`src/rtl/seg_scan_controller.sv`:
```
// Multiplexed 7-segment scan controller: walks NUM_DIGITS BCD digits over one shared
// encoder, with a blanking window at the start of each slot and tear-free double buffering.
module seg_scan_controller #(
    parameter int NUM_DIGITS   = 4,
    parameter int REFRESH_DIV  = 50000,
    parameter int BLANK_CYCLES = 16
) (
    input  logic                    clk,
    input  logic                    rst,
    input  logic [4*NUM_DIGITS-1:0] digits_in,
    input  logic [NUM_DIGITS-1:0]   dp_in,
    input  logic                    load,
    input  logic                    lz_en,
    output logic [3:0]              digit_code,
    output logic [NUM_DIGITS-1:0]   anode_n,
    output logic                    dp_n,
    output logic                    frame_done
);

    localparam int CNT_W = (REFRESH_DIV > 1) ? $clog2(REFRESH_DIV) : 1;
    localparam int IDX_W = (NUM_DIGITS > 1) ? $clog2(NUM_DIGITS) : 1;
    localparam logic [CNT_W-1:0] CNT_LAST  = CNT_W'(REFRESH_DIV - 1);
    localparam logic [CNT_W-1:0] BLANK_END = CNT_W'(BLANK_CYCLES);
    localparam logic [IDX_W-1:0] IDX_LAST  = IDX_W'(NUM_DIGITS - 1);

    logic [CNT_W-1:0]        cnt_q, cnt_d;
    logic [IDX_W-1:0]        idx_q, idx_d;
    logic [4*NUM_DIGITS-1:0] active_q, active_d;
    logic [NUM_DIGITS-1:0]   dpActive_q, dpActive_d;
    logic [4*NUM_DIGITS-1:0] pend_q, pend_d;
    logic [NUM_DIGITS-1:0]   pendDp_q, pendDp_d;
    logic                    pendValid_q, pendValid_d;

    logic [3:0]              code_q, code_d;
    logic [NUM_DIGITS-1:0]   anode_q, anode_d;
    logic                    dpn_q, dpn_d;
    logic                    frameDone_q, frameDone_d;

    logic                    slotEnd;
    logic                    frameWrap;
    logic [3:0]              digitArr [NUM_DIGITS];
    logic [NUM_DIGITS-1:0]   zeroFrom;

    assign slotEnd   = (cnt_q == CNT_LAST);
    assign frameWrap = slotEnd && (idx_q == IDX_LAST);

    always_comb begin
        cnt_d = slotEnd ? '0 : cnt_q + CNT_W'(1);
        idx_d = idx_q;
        if (slotEnd) begin
            idx_d = (idx_q == IDX_LAST) ? '0 : idx_q + IDX_W'(1);
        end
    end

    // Active digits only change on the frame wrap so a frame never shows a mix of old and new.
    always_comb begin
        active_d    = active_q;
        dpActive_d  = dpActive_q;
        pend_d      = pend_q;
        pendDp_d    = pendDp_q;
        pendValid_d = pendValid_q;
        if (frameWrap) begin
            if (load) begin
                active_d   = digits_in;
                dpActive_d = dp_in;
            end else if (pendValid_q) begin
                active_d   = pend_q;
                dpActive_d = pendDp_q;
            end
            pendValid_d = 1'b0;
        end else if (load) begin
            pend_d      = digits_in;
            pendDp_d    = dp_in;
            pendValid_d = 1'b1;
        end
    end

    // zeroFrom[i] is set when digit i and every more significant digit are zero.
    always_comb begin
        for (int i = 0; i < NUM_DIGITS; i++) begin
            digitArr[i] = active_q[4*i +: 4];
            zeroFrom[i] = ((active_q >> (4*i)) == '0);
        end
    end

    always_comb begin
        anode_d     = '1;
        code_d      = 4'hF;
        dpn_d       = 1'b1;
        frameDone_d = frameWrap;
        if (cnt_q >= BLANK_END) begin
            anode_d[idx_q] = 1'b0;
            code_d = (lz_en && (idx_q != '0) && zeroFrom[idx_q]) ? 4'hF : digitArr[idx_q];
            dpn_d  = ~dpActive_q[idx_q];
        end
    end

    always_ff @(posedge clk) begin
        if (rst) begin
            cnt_q       <= '0;
            idx_q       <= '0;
            active_q    <= '0;
            dpActive_q  <= '0;
            pend_q      <= '0;
            pendDp_q    <= '0;
            pendValid_q <= 1'b0;
            code_q      <= 4'hF;
            anode_q     <= '1;
            dpn_q       <= 1'b1;
            frameDone_q <= 1'b0;
        end else begin
            cnt_q       <= cnt_d;
            idx_q       <= idx_d;
            active_q    <= active_d;
            dpActive_q  <= dpActive_d;
            pend_q      <= pend_d;
            pendDp_q    <= pendDp_d;
            pendValid_q <= pendValid_d;
            code_q      <= code_d;
            anode_q     <= anode_d;
            dpn_q       <= dpn_d;
            frameDone_q <= frameDone_d;
        end
    end

    assign digit_code = code_q;
    assign anode_n    = anode_q;
    assign dp_n       = dpn_q;
    assign frame_done = frameDone_q;

endmodule
```
`config.mk`:
```
export PLATFORM = sky130hd
export DESIGN_NAME = seg_scan_controller
export DESIGN_NICKNAME = d
export VERILOG_FILES = /design/src/rtl/seg_scan_controller.sv
export SDC_FILE = /design/constraint.sdc
export NUM_CORES = 1
export LEC_CHECK = 0
export ABC_AREA = 1
export CAP_MARGIN = 20
export CORE_UTILIZATION = 64
export CTS_BUF_LIST = sky130_fd_sc_hd__clkbuf_8
export DETAILED_ROUTE_END_ITERATION = 8
export GPL_TIMING_DRIVEN = 0
export PLACE_DENSITY = 0.88
export SKIP_CTS_REPAIR_TIMING = 1
export SLEW_MARGIN = 20
export SYNTH_ARGS = -nofsm -noshare
export SYNTH_HDL_FRONTEND = slang
export SYNTH_SLANG_ARGS = --single-unit
export TNS_END_PERCENT = 50
```
`constraint.sdc`:
```
create_clock -name clk -period 2.7 [get_ports clk]
set_clock_uncertainty 0.15 [all_clocks]
set_input_delay 0.54 -clock clk [delete_from_list [all_inputs] [get_ports clk]]
set_output_delay 0.54 -clock clk [all_outputs]
set_load 0.1 [all_outputs]
```
* Yosys cells after proc, flatten, opt, wreduce, memory -nomap -nowiden
Cells that the tools add are included.
** Storage, ports and cells
- Register bits :: 69
- Input port bits :: 24
- Output and inout bits :: 10
- Word-level logic and storage cells :: 54
** Cells by class
- Add/subtract/negate cells :: 2
- Order comparisons :: 4
- Eq/ne operators :: 2
- Muxes and demuxes :: 14
- Bitwise operators :: 5
- Reductions and logical operators :: 16
** Operator list (number)
- $logic_not A16 Y1 :: 4
- $mux W16 :: 2
- $add A16 B1 Y16 const B :: 1
- $eq A16 B16 Y1 const B :: 1
- $ge A16 B5 Y1 const B :: 1
- $mux W4 :: 4
- $bmux W4 S2 :: 1
- $reduce_or A2 Y1 :: 3
- $bmux W1 S2 :: 2
- $logic_and A1 B1 Y1 :: 4
- $not A4 Y4 :: 1
- $reduce_and A2 Y1 :: 2
- $reduce_bool A2 Y1 :: 2
- $ge A3 B3 Y1 const B :: 1
- $lt A2 B3 Y1 const B :: 1
- $mux W1 :: 3
- $not A1 Y1 :: 3
- $not A2 Y3 :: 1
- $reduce_or A3 Y1 :: 1
- $add A2 B1 Y2 const B :: 1
- $demux W1 S2 :: 1
- $eq A2 B2 Y1 const B :: 1
- $ge A2 B1 Y1 const B :: 1
- $mux W2 :: 1

* Longest topological paths before layout
Gate-level depths: netlist of the first run.
- Depth after elaboration :: 5
- Mapped depth :: 9
- Gate-level depth less buffers :: 8

* Worst setup path after synthesis of the first run
No wires, ideal clock.
- Path type :: input -> register
- From :: input load
- To :: register active_q[0]
- Setup time :: 0.113 ns
- Data arrival time :: 1.374 ns
- Required time :: 2.437 ns
- Slack :: 1.063 ns
- Cell stages on the path :: 7
- Path buffers :: 2
- Cell sequence :: buf_2 > or2_2 > nand4_1 > buf_2 > nand2_1 > nand2_1 > nor2_1
** Between the ends
- Cells in the longest elaborated chain, start to end :: 2
- Elaborated cells on any way between the ends :: 3
- Those cells by class :: 1 x mux; 2 x reduce/logical
** RTL lines
- from (decl) :: line 12 : input logic load,
- $reduce_bool A2 Y1 (no line)
- $reduce_and A2 Y1 (no line)
- to (signal assigned) :: line 114 : active_q <= active_d;
- to (decl) :: line 28 : logic [4*NUM_DIGITS-1:0] active_q, active_d;
Several ways; a longest one is shown, not always the timed one.
A chain may end at the register's enable or synchronous reset.

* Final worst setup path of the first run
- From :: register code_q[3] (netlist: digit_code[3])
- To :: output digit_code[3]
** RTL lines
- from (decl) :: line 34 : logic [3:0] code_q, code_d;
- from (signal assigned) :: line 119 : code_q <= code_d;
- to (decl) :: line 14 : output logic [3:0] digit_code,
No word-level cell between the ends.

==> metrics.cfg, run 1 <==
[layout]
final_common_cell = nand2_1
final_core_util = 0.792
nNetsFinal = 551
final_cell_mix = nand2_1 (95), nor2_1 (84), dfxtp_1 (69), inv_1 (57)
syn_to_final_growth_pct = 17.9
drive_gt1_frac = 0.163
seqCellArea_sq_um = 1380
nFillCells = 388
multiInputGateArea_sq_um = 1720
design_area_sq_um = 4070
diodes = 0

[drt]
vias = 3150
first_pass_iters = 5
drtIter0Drc = 197
wire_per_inst_microns = 13.4
routed_wirelength_microns = 7990
drc_errors = 0
avgViaCountPerCell = 5.29
ant_nets = 0

[clocking]
cts_tree = built
cts-root-buf = clkbuf_8
htree_num_levels = 3
cts.sinks = 69
clk_latency_ns = 0.35
path_clk_slew_ns = 0.07
cts_buffers = 9
cts_buffer_depth = 2

[power_and_ir_drop]
finalPower_mw = 2.11
leakage_nw = 1.89
vdd_drop_max_v = 0.000358
power.density_nw_per_um2 = 519

[die]
die_area_sq_um = 5700
start_util = 0.672
die_h_microns = 75.5
coreArea_sq_um = 5140
die_w_microns = 75.5
fp-row-count = 26
io_pins = 34

[global_routing]
gr-total-overflow = 0
grt_use_met2 = 0.468
grt_pass1_wl_microns = 12600
grt_max_degree = 12
antenna_found_initial = 0
track_usage = 0.296
grt_pass1_vias = 2759
met3_usage = 0.0489
use_met1 = 0.400
busiest_layer = met2

[logic_synthesis]
synth_xor_area_frac = 0.0177
netlist_area_sq_um = 3450
synthMuxAreaShare = 0.0652
synth.top_cell.area_share = 0.400
synthAdderAreaFrac = 0.0217
synth.avg_cell_area_sq_um = 7.23
ys_seq_elements = 69
synth_fp_nets = 508
synth_area_leader_cell = dfxtp_1
yosys.area_share.simple = 0.303
synth-compound-area-share = 0.0909
syn_inst = 478
synth_top_family_by_area = simple AND/OR/NAND/NOR gates
yosys-top-cells-area = dfxtp_1 (40%), nand2_1 (10%), nor2_1 (9.1%)
synth_cell_type_count = 29
ys_warn_count = 0
yosysSeqAreaShare = 0.400

[sta]
fmax_mhz = 399
holdWs_ns = 0.329
fin_setup_tns_ns = 0
slew-limit-headroom = 0.339
post-route-min-period_ns = 2.50
finalSetupViolations = 0
slew_violations = 0
worstMarginPinSlew_ns = 0.988
rsz0062_at_grt = no
period_share = 0.928
hold_violations = 0

[worst_hold_path]
holdCritStartpoint = cnt_q[0]
whs_path_depth = 1
hold_class = register to register
hold_path_end = cnt_q[0]

[worst_setup_path]
crit_family = buffers and inverters
cp-end-kind = output port
critPathSlowestCell = clkdlybuf4s50_1
cp-start-kind = register
worstPathArrival_ns = 1.81
reg2reg_setup_slack_ns = 0.82
criticalPathCategory = register to output port
crit_fanout = 1
critPathBufInv = 1
rr_worst_depth = 7
crit_start = digit_code[3]
cpPeakStageDelay_ns = 1.14
cp.required_ns = 2.01
crit_chain = clkdlybuf4s50_1
r2r_start = idx_q[1]
path_depth = 1
r2r-end = digit_code[0]

[job]
max_cap_viol_count = 0

[placed_design]
place_area_sq_um = 3860
port-buffer-count = 32
gp_congestion = 0.908
dpl.hpwl_microns = 5560

[status]
status = complete, no violations

## layout make-up
type	count	share of cell area
Buffer	22	0.0301
Clock buffer	12	0.0406
Clock inverter	4	0.0111
Inverter	61	0.0562
Multi-Input combinational cell	326	0.423
Sequential cell	69	0.339
Tap cell	70	0.0215
Timing Repair Buffer	32	0.0786
## worst max-delay path by stage
stage | slack, ns | end
detailed placement | 0.59 | digit_code[3]
global route | 0.17 | digit_code[3]
floorplan | 1.06 | active_q[0]
finish | 0.20 | digit_code[3]
CTS | 0.19 | digit_code[3]
global placement | 0.59 | anode_n[3]
## per-stage QoR
stage          instances  worst slack (ns)
2_1_floorplan        478              1.06
3_3_place_gp         580             0.595
3_5_place_dp         580             0.588
4_1_cts              596             0.188
5_1_grt              596             0.170
6_report             596             0.195
## cell usage after synthesis, drive strengths merged
cell	instances
xor2	4
inv	59
nor3	3
xnor2	3
o21ai	15
or2	2
nor4	1
nand3b	1
nor2	90
clkbuf	3
nand4	6
buf	19
clkinv	2
nand3	35
a21oi	41
nand2	99
ha	6
dfxtp	69
mux2	20
## flip-flops by register name, indices dropped and copies added (netlist names)
signal / cells
idx_q: 2
pend_q: 16
active_q: 16
digit_code: 4
pendValid_q: 1
frame_done: 1
pendDp_q: 4
dp_n: 1
cnt_q: 16
anode_n: 4
dpActive_q: 4
## power breakdown
group	internal, mW	switching [mW]	leakage, nW
Sequential	1.04	0.0152	0.562
Combinational	0.0874	0.0841	1.22
Clock	0.497	0.385	0.112
Total	1.63	0.484	1.89
## kinds of logic (layout without fill, tap and decap cells)
logic type / after synthesis / count (layout)
AOI/OAI and AO/OA: 56 / 56
xor gates and xnor gates: 7 / 7
adders and majority gates: 6 / 6
buffers and inverters: 83 / 131
DFF: 69 / 69
muxes: 20 / 20
and+or+nand+nor: 237 / 237
## layer usage
layer  share of wire  vias to the layer above  wire length, microns
met2            0.45                       92                  3580
met1            0.47                     1451                  3780
met5               0                        -                     0
met4           0.023                        0                   182
li1                -                     1587                     -
met3           0.056                       20                   444
No activity file was read; power rests on OpenSTA's default activity.
==> inputs of run 2 (changes only) <==
Settings changed: SKIP_LAST_GASP from default to 1, SLEW_MARGIN 20 to default.
==> results of run 2 <==
No change in the layout: final DEF, timing and power equal those of run 1.
==> inputs of run 3 (changes only) <==
Settings changed: CAP_MARGIN 20 to default, SKIP_CTS_REPAIR_TIMING 1 to default.
==> results of run 3 <==
No change in the layout: final DEF, timing and power equal those of run 1.
